===== src/rtl/axi_mem_arbiter.sv =====
// axi_mem_arbiter: shares one 64-bit AXI4 slave port between two AXI4 masters.
// AR and AW are arbitrated independently with round-robin grants. The granted
// master index is tagged into the slave-side ID MSB, so that B and R are routed
// back purely by ID.
// Optional feature macro: AXI_ARB_OUTSTANDING_LIMIT_EN. It caps outstanding
// reads and writes per master at MAX_OUT.
module axi_mem_arbiter #(
    parameter int ID_W    = 5,
    parameter int ADDR_W  = 32,
    parameter int DATA_W  = 64,
    parameter int MAX_OUT = 4
) (
    input  logic                clock,
    input  logic                reset,
    // master 0
    input  logic                m0_aw_valid,
    output logic                m0_aw_ready,
    input  logic [ID_W-1:0]     m0_aw_bits_id,
    input  logic [ADDR_W-1:0]   m0_aw_bits_addr,
    input  logic [7:0]          m0_aw_bits_len,
    input  logic [2:0]          m0_aw_bits_size,
    input  logic [1:0]          m0_aw_bits_burst,
    input  logic                m0_w_valid,
    output logic                m0_w_ready,
    input  logic [DATA_W-1:0]   m0_w_bits_data,
    input  logic [DATA_W/8-1:0] m0_w_bits_strb,
    input  logic                m0_w_bits_last,
    output logic                m0_b_valid,
    input  logic                m0_b_ready,
    output logic [ID_W-1:0]     m0_b_bits_id,
    output logic [1:0]          m0_b_bits_resp,
    input  logic                m0_ar_valid,
    output logic                m0_ar_ready,
    input  logic [ID_W-1:0]     m0_ar_bits_id,
    input  logic [ADDR_W-1:0]   m0_ar_bits_addr,
    input  logic [7:0]          m0_ar_bits_len,
    input  logic [2:0]          m0_ar_bits_size,
    input  logic [1:0]          m0_ar_bits_burst,
    output logic                m0_r_valid,
    input  logic                m0_r_ready,
    output logic [ID_W-1:0]     m0_r_bits_id,
    output logic [DATA_W-1:0]   m0_r_bits_data,
    output logic [1:0]          m0_r_bits_resp,
    output logic                m0_r_bits_last,
    // master 1
    input  logic                m1_aw_valid,
    output logic                m1_aw_ready,
    input  logic [ID_W-1:0]     m1_aw_bits_id,
    input  logic [ADDR_W-1:0]   m1_aw_bits_addr,
    input  logic [7:0]          m1_aw_bits_len,
    input  logic [2:0]          m1_aw_bits_size,
    input  logic [1:0]          m1_aw_bits_burst,
    input  logic                m1_w_valid,
    output logic                m1_w_ready,
    input  logic [DATA_W-1:0]   m1_w_bits_data,
    input  logic [DATA_W/8-1:0] m1_w_bits_strb,
    input  logic                m1_w_bits_last,
    output logic                m1_b_valid,
    input  logic                m1_b_ready,
    output logic [ID_W-1:0]     m1_b_bits_id,
    output logic [1:0]          m1_b_bits_resp,
    input  logic                m1_ar_valid,
    output logic                m1_ar_ready,
    input  logic [ID_W-1:0]     m1_ar_bits_id,
    input  logic [ADDR_W-1:0]   m1_ar_bits_addr,
    input  logic [7:0]          m1_ar_bits_len,
    input  logic [2:0]          m1_ar_bits_size,
    input  logic [1:0]          m1_ar_bits_burst,
    output logic                m1_r_valid,
    input  logic                m1_r_ready,
    output logic [ID_W-1:0]     m1_r_bits_id,
    output logic [DATA_W-1:0]   m1_r_bits_data,
    output logic [1:0]          m1_r_bits_resp,
    output logic                m1_r_bits_last,
    // slave port
    output logic                s_aw_valid,
    input  logic                s_aw_ready,
    output logic [ID_W:0]       s_aw_bits_id,
    output logic [ADDR_W-1:0]   s_aw_bits_addr,
    output logic [7:0]          s_aw_bits_len,
    output logic [2:0]          s_aw_bits_size,
    output logic [1:0]          s_aw_bits_burst,
    output logic                s_w_valid,
    input  logic                s_w_ready,
    output logic [DATA_W-1:0]   s_w_bits_data,
    output logic [DATA_W/8-1:0] s_w_bits_strb,
    output logic                s_w_bits_last,
    input  logic                s_b_valid,
    output logic                s_b_ready,
    input  logic [ID_W:0]       s_b_bits_id,
    input  logic [1:0]          s_b_bits_resp,
    output logic                s_ar_valid,
    input  logic                s_ar_ready,
    output logic [ID_W:0]       s_ar_bits_id,
    output logic [ADDR_W-1:0]   s_ar_bits_addr,
    output logic [7:0]          s_ar_bits_len,
    output logic [2:0]          s_ar_bits_size,
    output logic [1:0]          s_ar_bits_burst,
    input  logic                s_r_valid,
    output logic                s_r_ready,
    input  logic [ID_W:0]       s_r_bits_id,
    input  logic [DATA_W-1:0]   s_r_bits_data,
    input  logic [1:0]          s_r_bits_resp,
    input  logic                s_r_bits_last
);

    typedef enum logic {AR_IDLE, AR_BUSY} ar_state_t;
    typedef enum logic [1:0] {AW_IDLE, AW_ADDR, AW_DATA} aw_state_t;

    ar_state_t ar_state_q, ar_state_d;
    logic      ar_grant_q, ar_grant_d;
    logic      ar_ptr_q,   ar_ptr_d;
    aw_state_t aw_state_q, aw_state_d;
    logic      aw_grant_q, aw_grant_d;
    logic      aw_ptr_q,   aw_ptr_d;

    // Per-master arbitration exclusion (outstanding limit reached).
    logic [1:0] rd_block, wr_block;
    logic [1:0] ar_req, aw_req;

    // Response selectors come straight from the tagged ID MSB.
    logic b_sel, r_sel;
    assign b_sel = s_b_bits_id[ID_W];
    assign r_sel = s_r_bits_id[ID_W];

    assign ar_req = {m1_ar_valid & ~rd_block[1], m0_ar_valid & ~rd_block[0]};
    assign aw_req = {m1_aw_valid & ~wr_block[1], m0_aw_valid & ~wr_block[0]};

    // Payloads follow the registered grant. Only valid/ready are state-gated.
    assign s_ar_bits_id    = {ar_grant_q, ar_grant_q ? m1_ar_bits_id : m0_ar_bits_id};
    assign s_ar_bits_addr  = ar_grant_q ? m1_ar_bits_addr  : m0_ar_bits_addr;
    assign s_ar_bits_len   = ar_grant_q ? m1_ar_bits_len   : m0_ar_bits_len;
    assign s_ar_bits_size  = ar_grant_q ? m1_ar_bits_size  : m0_ar_bits_size;
    assign s_ar_bits_burst = ar_grant_q ? m1_ar_bits_burst : m0_ar_bits_burst;

    assign s_aw_bits_id    = {aw_grant_q, aw_grant_q ? m1_aw_bits_id : m0_aw_bits_id};
    assign s_aw_bits_addr  = aw_grant_q ? m1_aw_bits_addr  : m0_aw_bits_addr;
    assign s_aw_bits_len   = aw_grant_q ? m1_aw_bits_len   : m0_aw_bits_len;
    assign s_aw_bits_size  = aw_grant_q ? m1_aw_bits_size  : m0_aw_bits_size;
    assign s_aw_bits_burst = aw_grant_q ? m1_aw_bits_burst : m0_aw_bits_burst;

    assign s_w_bits_data   = aw_grant_q ? m1_w_bits_data : m0_w_bits_data;
    assign s_w_bits_strb   = aw_grant_q ? m1_w_bits_strb : m0_w_bits_strb;
    assign s_w_bits_last   = aw_grant_q ? m1_w_bits_last : m0_w_bits_last;

    // B routing: stateless demux on the ID MSB.
    assign m0_b_valid     = s_b_valid & ~b_sel;
    assign m1_b_valid     = s_b_valid &  b_sel;
    assign m0_b_bits_id   = s_b_bits_id[ID_W-1:0];
    assign m1_b_bits_id   = s_b_bits_id[ID_W-1:0];
    assign m0_b_bits_resp = s_b_bits_resp;
    assign m1_b_bits_resp = s_b_bits_resp;
    assign s_b_ready      = b_sel ? m1_b_ready : m0_b_ready;

    // R routing: same scheme as B.
    assign m0_r_valid     = s_r_valid & ~r_sel;
    assign m1_r_valid     = s_r_valid &  r_sel;
    assign m0_r_bits_id   = s_r_bits_id[ID_W-1:0];
    assign m1_r_bits_id   = s_r_bits_id[ID_W-1:0];
    assign m0_r_bits_data = s_r_bits_data;
    assign m1_r_bits_data = s_r_bits_data;
    assign m0_r_bits_resp = s_r_bits_resp;
    assign m1_r_bits_resp = s_r_bits_resp;
    assign m0_r_bits_last = s_r_bits_last;
    assign m1_r_bits_last = s_r_bits_last;
    assign s_r_ready      = r_sel ? m1_r_ready : m0_r_ready;

    // AR arbitration: pick a master in IDLE, forward its request in BUSY.
    always_comb begin
        ar_state_d  = ar_state_q;
        ar_grant_d  = ar_grant_q;
        ar_ptr_d    = ar_ptr_q;
        s_ar_valid  = 1'b0;
        m0_ar_ready = 1'b0;
        m1_ar_ready = 1'b0;
        case (ar_state_q)
            AR_IDLE: begin
                if (|ar_req) begin
                    ar_grant_d = (&ar_req) ? ar_ptr_q : ar_req[1];
                    ar_state_d = AR_BUSY;
                end
            end
            AR_BUSY: begin
                s_ar_valid  = ar_grant_q ? m1_ar_valid : m0_ar_valid;
                m0_ar_ready = s_ar_ready & ~ar_grant_q;
                m1_ar_ready = s_ar_ready &  ar_grant_q;
                if (s_ar_valid && s_ar_ready) begin
                    ar_state_d = AR_IDLE;
                    ar_ptr_d   = ~ar_grant_q;
                end
            end
            default: ar_state_d = AR_IDLE;
        endcase
    end

    // AW arbitration: the grant is held through the whole W burst, which keeps W in AW order.
    always_comb begin
        aw_state_d  = aw_state_q;
        aw_grant_d  = aw_grant_q;
        aw_ptr_d    = aw_ptr_q;
        s_aw_valid  = 1'b0;
        m0_aw_ready = 1'b0;
        m1_aw_ready = 1'b0;
        s_w_valid   = 1'b0;
        m0_w_ready  = 1'b0;
        m1_w_ready  = 1'b0;
        case (aw_state_q)
            AW_IDLE: begin
                if (|aw_req) begin
                    aw_grant_d = (&aw_req) ? aw_ptr_q : aw_req[1];
                    aw_state_d = AW_ADDR;
                end
            end
            AW_ADDR: begin
                s_aw_valid  = aw_grant_q ? m1_aw_valid : m0_aw_valid;
                m0_aw_ready = s_aw_ready & ~aw_grant_q;
                m1_aw_ready = s_aw_ready &  aw_grant_q;
                if (s_aw_valid && s_aw_ready) begin
                    aw_state_d = AW_DATA;
                end
            end
            AW_DATA: begin
                s_w_valid  = aw_grant_q ? m1_w_valid : m0_w_valid;
                m0_w_ready = s_w_ready & ~aw_grant_q;
                m1_w_ready = s_w_ready &  aw_grant_q;
                if (s_w_valid && s_w_ready && s_w_bits_last) begin
                    aw_state_d = AW_IDLE;
                    aw_ptr_d   = ~aw_grant_q;
                end
            end
            default: aw_state_d = AW_IDLE;
        endcase
    end

    // Arbiter state registers.
    always_ff @(posedge clock) begin
        if (reset) begin
            ar_state_q <= AR_IDLE;
            ar_grant_q <= 1'b0;
            ar_ptr_q   <= 1'b0;
            aw_state_q <= AW_IDLE;
            aw_grant_q <= 1'b0;
            aw_ptr_q   <= 1'b0;
        end else begin
            ar_state_q <= ar_state_d;
            ar_grant_q <= ar_grant_d;
            ar_ptr_q   <= ar_ptr_d;
            aw_state_q <= aw_state_d;
            aw_grant_q <= aw_grant_d;
            aw_ptr_q   <= aw_ptr_d;
        end
    end

`ifdef AXI_ARB_OUTSTANDING_LIMIT_EN
    localparam int CNT_W = $clog2(MAX_OUT + 1);

    logic [CNT_W-1:0] rd_out_q [2];
    logic [CNT_W-1:0] rd_out_d [2];
    logic [CNT_W-1:0] wr_out_q [2];
    logic [CNT_W-1:0] wr_out_d [2];

    // Outstanding counters: +1 on address handshake, -1 on final response.
    always_comb begin
        for (int n = 0; n < 2; n++) begin
            logic rd_inc, rd_dec, wr_inc, wr_dec;
            rd_inc = s_ar_valid & s_ar_ready & (ar_grant_q == 1'(n));
            rd_dec = s_r_valid & s_r_ready & s_r_bits_last & (r_sel == 1'(n));
            wr_inc = s_aw_valid & s_aw_ready & (aw_grant_q == 1'(n));
            wr_dec = s_b_valid & s_b_ready & (b_sel == 1'(n));
            rd_out_d[n] = rd_out_q[n];
            wr_out_d[n] = wr_out_q[n];
            if (rd_inc && !rd_dec) rd_out_d[n] = rd_out_q[n] + 1'b1;
            if (!rd_inc && rd_dec) rd_out_d[n] = rd_out_q[n] - 1'b1;
            if (wr_inc && !wr_dec) wr_out_d[n] = wr_out_q[n] + 1'b1;
            if (!wr_inc && wr_dec) wr_out_d[n] = wr_out_q[n] - 1'b1;
            rd_block[n] = (rd_out_q[n] == CNT_W'(MAX_OUT));
            wr_block[n] = (wr_out_q[n] == CNT_W'(MAX_OUT));
        end
    end

    // Outstanding counter registers.
    always_ff @(posedge clock) begin
        for (int n = 0; n < 2; n++) begin
            if (reset) begin
                rd_out_q[n] <= '0;
                wr_out_q[n] <= '0;
            end else begin
                rd_out_q[n] <= rd_out_d[n];
                wr_out_q[n] <= wr_out_d[n];
            end
        end
    end
`else
    assign rd_block = 2'b00;
    assign wr_block = 2'b00;
`endif

endmodule

===== config.mk =====
export PLATFORM = sky130hd
export DESIGN_NAME = axi_mem_arbiter
export DESIGN_NICKNAME = d
export VERILOG_FILES = /design/src/rtl/axi_mem_arbiter.sv
export SDC_FILE = /design/constraint.sdc
export NUM_CORES = 1
export LEC_CHECK = 0
export CORE_AREA = 2 2 307 309
export CTS_BUF_LIST = sky130_fd_sc_hd__clkbuf_4 sky130_fd_sc_hd__clkbuf_8
export DETAILED_ROUTE_END_ITERATION = 10
export DIE_AREA = 0 0 309 311
export HOLD_SLACK_MARGIN = 0.15
export PLACE_DENSITY_LB_ADDON = 0.25
export SETUP_SLACK_MARGIN = 0.5
export SLEW_MARGIN = 20
export SYNTH_ARGS = -nofsm -noshare
export SYNTH_HDL_FRONTEND = slang
export SYNTH_SLANG_ARGS = --single-unit

===== constraint.sdc =====
create_clock -name clock -period 1.81 [get_ports clock]
set_input_delay 0.362 -clock clock [delete_from_list [all_inputs] [get_ports clock]]
set_output_delay 0.362 -clock clock [all_outputs]
set_load 0.005 [all_outputs]

Yosys cells after proc, flatten, opt, wreduce, memory -nomap -nowiden
Cells that the tools add are included.
- equality and inequality tests: 5
- muxes and demuxes: 36
- bitwise operators: 15
- reductions and logical operators: 14
- operators with widths (kind ; number):
    32-bit 2-to-1 mux ; 2
    64-bit 2-to-1 mux ; 1
    8-bit 2-to-1 mux ; 3
    1-bit 2-to-1 mux ; 19
    2-bit AND reduction ; 6
    1-bit AND ; 10
    2-bit 2-to-1 mux ; 5
    5-bit 2-to-1 mux ; 2
    3-bit 2-to-1 mux ; 2
    2-bit != test (second input constant) ; 3
    2-bit one-hot mux with 3 select lines ; 1
    1-bit NOT ; 5
    1-bit logical AND ; 4
    2-bit OR reduction ; 2
    3-bit AND reduction ; 1
    2-bit by 1-bit equality test with 1-bit output (second input constant) ; 1
    2-bit equality test (second input constant) ; 1
    2-bit zero test ; 1
    1-bit one-hot mux with 2 select lines ; 1
- word-level logic and storage cells: 76
- bits of input ports: 444
- bits in registers: 7
- output and inout port bits: 348

Depth between registers and ports, before layout
Gate-level depths: netlist (run 1).
- word-level depth: 5
- mapped depth: 5
- mapped depth without buffers: 3

Worst setup path before layout (run 1)
Ideal clock, no wire load.
- path kind: reg2out
- start: register aw_grant_q
- end: output port s_aw_bits_addr[13]
- path buffers: 3
- data arrival time: 1.084 ns
- required time: 1.448 ns
- cell stages (with the launch flop): 5
- slack: 0.364 ns
- path through: dfxtp_1 buf_6 buf_4 buf_4 mux2_2
- longest elaborated chain between the ends: 1
- RTL lines (what ; line ; RTL):
    start, declared ; 114 ; logic aw_grant_q, aw_grant_d;
    start signal, assigned ; 249 ; aw_grant_q <= aw_grant_d;
    32-bit 2-to-1 mux ; 137 ; assign s_aw_bits_addr = aw_grant_q ? m1_aw_bits_addr : m0_aw_bits_addr;
    end, declared ; 79 ; output logic [ADDR_W-1:0] s_aw_bits_addr,
Every way passes these cells.

Final worst setup path (run 1)
- start: register aw_grant_q
- end: output port s_w_bits_strb[1]
- longest elaborated chain between the ends: 1
- RTL lines (what ; line ; RTL):
    8-bit 2-to-1 mux ; 143 ; assign s_w_bits_strb = aw_grant_q ? m1_w_bits_strb : m0_w_bits_strb;
    end, declared ; 86 ; output logic [DATA_W/8-1:0] s_w_bits_strb,
Every way passes these cells.

==> results of run 1 <==
-- stage by stage --
step | utilization (%) | area [µm²] | hold slack (ns) | setup TNS (ns)
2_1_floorplan | - | 3920 | 0.462 | 0
3_3_place_gp | 10.9 | 10200 | 0.528 | -29.67
3_5_place_dp | 10.9 | 10200 | 0.510 | -28.17
4_1_cts | 12.9 | 12000 | 0.532 | -17.07
5_1_grt | 13.8 | 12800 | 0.570 | -20.61
6_report | 13.8 | 12800 | 0.535 | -12.93
-- final cells by class --
cell class              instances  area (µm²)  area share, %
repair buffers                731        8030           62.6
multi-input cells             222        3030           23.6
well taps                    1254        1570           12.2
flip-flops and latches          7         150           1.17
clock buffers                   4        48.8          0.380
inverters                       2        7.51         0.0585
diodes                          2        5.00         0.0390
-- worst register-to-register path: cells and delay by family, from the launching register on --
family        cells  cell delay, ns
buf+inv           5            0.60
flops             1            0.43
mux               1            0.30
simple gates      2            0.39
-- synthesized netlist by cell type, types with 2 or more instances --
library cell,instances
nand3_1,4
mux2i_1,2
nor2b_1,5
and3_1,3
and2_1,3
mux2_2,176
buf_2,9
buf_4,171
nand2_1,3
a21oi_1,3
nor3_1,2
dfxtp_1,7
inv_1,2
nor2_1,7
-- power groups by stage --
stage / combinational [mW] / clock, mW / sequential (mW)
after global placement: 2.62 / 0 / 0.185
after global routing: 3.67 / 0.250 / 0.187
after floorplan: 0.932 / 0 / 0.178
after detailed placement: 2.60 / 0 / 0.184
final: 3.47 / 0.239 / 0.184
after CTS: 3.25 / 0.243 / 0.184
-- placed cells by master, fill, tap and decap left out, types with 4 or more instances in the layout --
master,netlist,layout
and3_4,1,4
buf_12,0,34
buf_16,0,8
buf_2,9,9
buf_4,171,41
buf_6,1,247
buf_8,0,20
clkbuf_2,0,9
clkdlybuf4s15_1,0,4
clkdlybuf4s50_1,0,350
dlygate4sd2_1,0,5
mux2_4,1,176
nor2_1,7,4
-- routing by layer --
metal  vias to the layer above  share of wire (%)  global-route usage (%)
met5                         -                  0                       0
met4                         0               0.46                   0.574
met1                      2470                 39                    8.28
met3                        11                 16                    4.37
li1                       2386                  -                       -
met2                       506                 45                    12.4
-- worst max-delay path by stage --
stage,startpoint,endpoint,slack [ns],cells after the start
after floorplan,aw_grant_q,s_w_bits_data[12],0.42,4
after global placement,aw_grant_q,s_w_bits_data[41],-0.42,4
after detailed placement,aw_grant_q,s_w_bits_data[36],-0.40,4
after CTS,aw_grant_q,s_w_bits_strb[4],-0.26,6
after global routing,aw_grant_q,s_w_bits_strb[4],-0.28,6
final,aw_grant_q,s_w_bits_strb[1],-0.23,6
-- state kept, by name, summed over array words and instances (netlist names) --
| register | cells |
|---|---|
| aw_state_q | 2 |
| ar_grant_q | 1 |
| ar_ptr_q | 1 |
| ar_state_q | 1 |
| aw_grant_q | 1 |
| aw_ptr_q | 1 |
-- what timing repair did --
| action | 4_1_cts | 5_1_grt |
|---|---|---|
| resized for setup | 1064 | 181 |
| gates cloned | 8 | 1 |
| setup buffers | 81 | 28 |
| endpoints found under the setup margin | 194 | 191 |
| pin swaps | 6 | 6 |
-- cell families (layout without fill, tap and decap cells) --
kind of cell	count (synthesis)	after routing	synth area share (%)
AO/OA/AOI/OAI	10	10	1.79
buffers and inverters	184	737	35.8
flip-flops	7	7	3.71
multiplexers	179	179	53.4
other	0	2	0
AND/OR/NAND/NOR	33	33	5.24
==> results.cfg, run 1 <==
[yosys]
synth_nets = 857
ys_seq_elements = 7
ys_seq_area_share_pct = 3.71
synth_top_flop_cell = dfxtp_1
yosysTopAreaCellShare_pct = 52.5
synthArstFlopShare_pct = 0
ys_top_cells_by_area = mux2_2 53%, buf_4 34%, dfxtp_1 3.7%
synth.largest_area_cell = mux2_2
ys_warn_count = 0
synth_edf_count = 0
syn_area_mm2 = 0.00377
netlist_instances = 413
syn_area_per_cell_um2 = 9.14
synth_cell_types = 30

[sta]
worst_slack_ns = -0.228
slew_viol_final = 0
fin_crit_sh_pct = 113
fin_crit_ns = 2.04
finalSetupViolations = 138
clock.fmax_ghz = 0.491
skew_ns = 0.0000894
rsz0062_at_grt = yes
worstMarginPinSlew_ns = 0.359
slew-limit-headroom_pct = 75.9
hold_viol_final = 0

[placed_design]
dp_worst_setup_slack_ns = -0.403
hpwl_um = 32400
dp.cells = 2098
io_buffer_count = 554
place_congestion = 0.824

[drt]
detail_route.wirelength_um = 38900
ant_nets = 0
num_vias = 5373
wl_per_cell_um = 17.5
drcViolationCount = 0
drt_iter0_drc = 143
first_pass_iters = 4
via_per_inst = 2.42

[die]
core_mm2 = 0.0928
placementRows = 112
dieWidth_um = 309
io_pins = 792
die_y_um = 311
die_area_mm2 = 0.0961
initial_utilization_pct = 4.07

[critical_path]
path_buf_inv = 5
worstPathArrival_ns = 1.68
critPathSlowestCell = dfxtp_4
max_stage_delay_ns = 0.43
r2r_cells = 8
cp_cell_sequence = buf_12 > buf_12 > buf_16 > buf_8 > mux2_4 > buf_6
crit_family = buffers and inverters
crit_fanout = 8
cp_common_cell = buf_12
reg2reg_from = aw_grant_q
endpoint_kind = output pin
cp.required_ns = 1.45
path_class = reg2out
worstReg2RegEnd = aw_state_q[0]
startpoint_type = flop
rrSetupSlack_ns = 0

[cts]
cts_buffers = 3
worstSkewPairLatency_ns = 0.23
cts_buffer_depth = 2
cts-hold-fix-buffers = 0
clkSinkCount = 7
cts_root_buf = clkbuf_8
path_clk_slew_ns = 0.04
cts_tree = done
ctsHtreeMaxLevel = 1

[grt]
grtUsageTotal_pct = 7.37
grt_overflow_total = 0
grt_pass1_vias = 6003
antenna_found_initial = 1
grt_pass1_wl_um = 48700
grt_start_max_net_pins = 11

[worst_hold_path]
holdPathEnd = ar_ptr_q
hp-class = reg2reg
hp-start = ar_ptr_q
hold_depth = 2

[finish]
nNetsFinal = 1411
nFillCells = 10500
drive_gt1_share_pct = 59.5
syn2layout_area_growth_pct = 240
instances_no_fill = 2222

[outcome]
violations = negative setup slack
outcome = finished with violations

[run]
maxCapViolCount = 0

[pwr]
power.density_mw_per_mm2 = 304
clkPwrFrac_pct = 6.1
internal-power_mw = 2.70
power_mw = 3.90
p_leak_nw = 5.22
power_switching_mw = 1.20
vdd_drop_max_uv = 155
switching_share_pct = 30.8
p_comb_share_pct = 89.1
pwr-share-seq_pct = 4.7
Power figures use the tool's default switching activity.
==> inputs of run 2 (changes only) <==
ABC_CLOCK_PERIOD_IN_PS = 1810   (was default)
REMOVE_ABC_BUFFERS = 1   (was default)
==> run 2 against run 1 <==
Flip-flop and latch count is the same; clock skew is essentially flat; hold slack lost 0.016 ns; highest routed layer is now met5; clock power is essentially flat; combinational power is essentially flat; die area is the same; the run still ends with negative setup slack left; clock-buffer cell count is the same; setup slack lost 0.086 ns; sequential share of layout area grew 0.069 points; routed wire length grew 85%; fmax shrank 4.0%; via count grew 7.1%; largest power group unchanged.
==> results.cfg, run 2 (synthesized netlist as in run 1, its figures left out) <==
[outcome]
outcome = finished with violations
violations = negative setup slack

[cts]
worstSkewPairLatency_ns = 0.23
cts-hold-fix-buffers = 0
cts_buffer_depth = 2
cts_root_buf = clkbuf_8
clkSinkCount = 7
cts_buffers = 3
cts_tree = done
path_clk_slew_ns = 0.04
ctsHtreeMaxLevel = 1

[worst_hold_path]
hold_depth = 1
hp-class = reg2reg
hp-start = aw_state_q[1]
holdPathEnd = aw_state_q[0]

[finish]
regMostFlops = aw_state_q
final_common_cell = clkdlybuf4s50_1
layout_common_cells = 353 x clkdlybuf4s50_1, 170 x buf_6, 127 x mux2_4
nNetsFinal = 1375
syn2layout_area_growth_pct = 219
instances_no_fill = 2185
drive_gt1_share_pct = 56.6
largest_register_ffs = 2

[sta]
fin_crit_sh_pct = 117
slew-limit-headroom_pct = 77.3
clock.fmax_ghz = 0.471
hold_viol_final = 0
slew_viol_final = 0
rsz0062_at_grt = yes
setup-tns-final_ns = -29.11
skew_ns = 0.000443
worst_slack_ns = -0.313
worstMarginPinSlew_ns = 0.338
finalSetupViolations = 166
fin_crit_ns = 2.12

[die]
dieWidth_um = 309
placementRows = 112
initial_utilization_pct = 4.07
die_y_um = 311
core_mm2 = 0.0928
io_pins = 792
die_area_mm2 = 0.0961

[pwr]
pwr-share-seq_pct = 4.7
power.density_mw_per_mm2 = 324
internal-power_mw = 2.51
power_mw = 3.89
switching_share_pct = 35.4
p_leak_nw = 4.77
clkPwrFrac_pct = 6.2
vdd_drop_max_uv = 116
power_switching_mw = 1.38
p_comb_share_pct = 89.1

[grt]
grt_pass1_wl_um = 84300
grtUsageTotal_pct = 14.2
antenna_found_initial = 6
grt_pass1_vias = 6240
grt_overflow_total = 0
grt_start_max_net_pins = 22

[placed_design]
dp.cells = 2084
place_congestion = 0.744
hpwl_um = 62100
io_buffer_count = 554

[critical_path]
endpoint_kind = output pin
path_class = reg2out
cp.required_ns = 1.45
r2r_cells = 6
cp_common_cell = buf_12
rrSetupSlack_ns = 0.09
path_buf_inv = 6
critPathSlowestCell = dfxtp_4
startpoint_type = flop
cp_cell_sequence = buf_12 > buf_12 > buf_12 > buf_16 > buf_8 > mux2_4 > buf_6
crit_fanout = 7
crit_cells = 7
max_stage_delay_ns = 0.38
worstPathArrival_ns = 1.76
worstReg2RegEnd = aw_ptr_q
reg2reg_from = aw_grant_q
crit_family = buffers and inverters

[drt]
detail_route.wirelength_um = 72100
ant_nets = 0
drt_iter0_drc = 367
via_per_inst = 2.63
num_vias = 5756
drcViolationCount = 0
wl_per_cell_um = 33.0
first_pass_iters = 4

[run]
maxCapViolCount = 0
-- run 2: cell count changes in the layout (fill, tap and decap cells not counted), sizes merged --
| cell | change |
|---|---|
| clkdlybuf4s15 | +4 |
| dlygate4sd2 | +2 |
| clkbuf | -4 |
| buf | -42 |
| diode | -1 |
| bufbuf | +2 |
| dlymetal6s2s | -1 |
| clkdlybuf4s50 | +3 |
-- run 2: power by group through the flow --
stage | clock [mW] | sequential (mW) | combinational (mW)
floorplan | 0 | 0.245 | 0.524
global placement | 0 | 0.190 | 2.80
detailed placement | 0 | 0.191 | 2.80
CTS | 0.246 | 0.185 | 3.46
global route | 0.255 | 0.187 | 3.68
finish | 0.240 | 0.184 | 3.46
-- run 2: area by class of cell --
class	count	area [µm²]
fillers	10600	80700
repair buffers	695	7450
multi-input cells	222	2800
well taps	1254	1570
flip-flops and latches	7	149
clock buffers	4	48.8
inverters	2	7.51
diodes	1	2.50
-- run 2: timing repair --
item,CTS,global route
cloned,10,0
buffers inserted,74,12
endpoints found under the hold margin,0,0
gates resized for setup,838,60
pin swaps,7,2
endpoints found under the setup margin,196,193
-- run 2: stage by stage --
step | util, % | hold slack (ns) | instance area (µm²) | setup WS (ns)
detailed placement | 10.6 | 0.509 | 9870 | -0.407
CTS | 12.6 | 0.521 | 11700 | -0.343
global placement | 10.6 | 0.506 | 9870 | -0.462
global route | 13.0 | 0.536 | 12000 | -0.356
finish | 13.0 | 0.519 | 12000 | -0.313
floorplan | - | 0.431 | 2430 | -2.40
-- run 2: worst max-delay path by stage --
stage	start	to	slack [ns]
CTS	aw_grant_q	s_w_bits_data[54]	-0.34
global route	aw_grant_q	s_w_bits_data[13]	-0.36
finish	aw_grant_q	s_w_bits_data[47]	-0.31
detailed placement	s_ar_ready	m0_ar_ready	-0.41
global placement	s_ar_ready	m0_ar_ready	-0.46
floorplan	aw_grant_q	aw_ptr_q	-2.40
-- run 2: metal layers --
| layer | vias to the layer above | global-route usage (%) | part of all wire [%] |
|---|---|---|---|
| li1 | 2311 | - | - |
| met1 | 2655 | 16.7 | 41 |
| met2 | 735 | 17.8 | 35 |
| met3 | 37 | 14.4 | 22 |
| met4 | 18 | 0.971 | 0.50 |
| met5 | - | 6.98 | 1.6 |
-- run 2: worst reg2reg max path: stages (launching register included) --
cell,delay [ns]
dfxtp_4,0.38
buf_4,0.15
bufbuf_16,0.28
buf_6,0.13
nand4b_1,0.18
a21boi_1,0.16
mux2_2,0.34
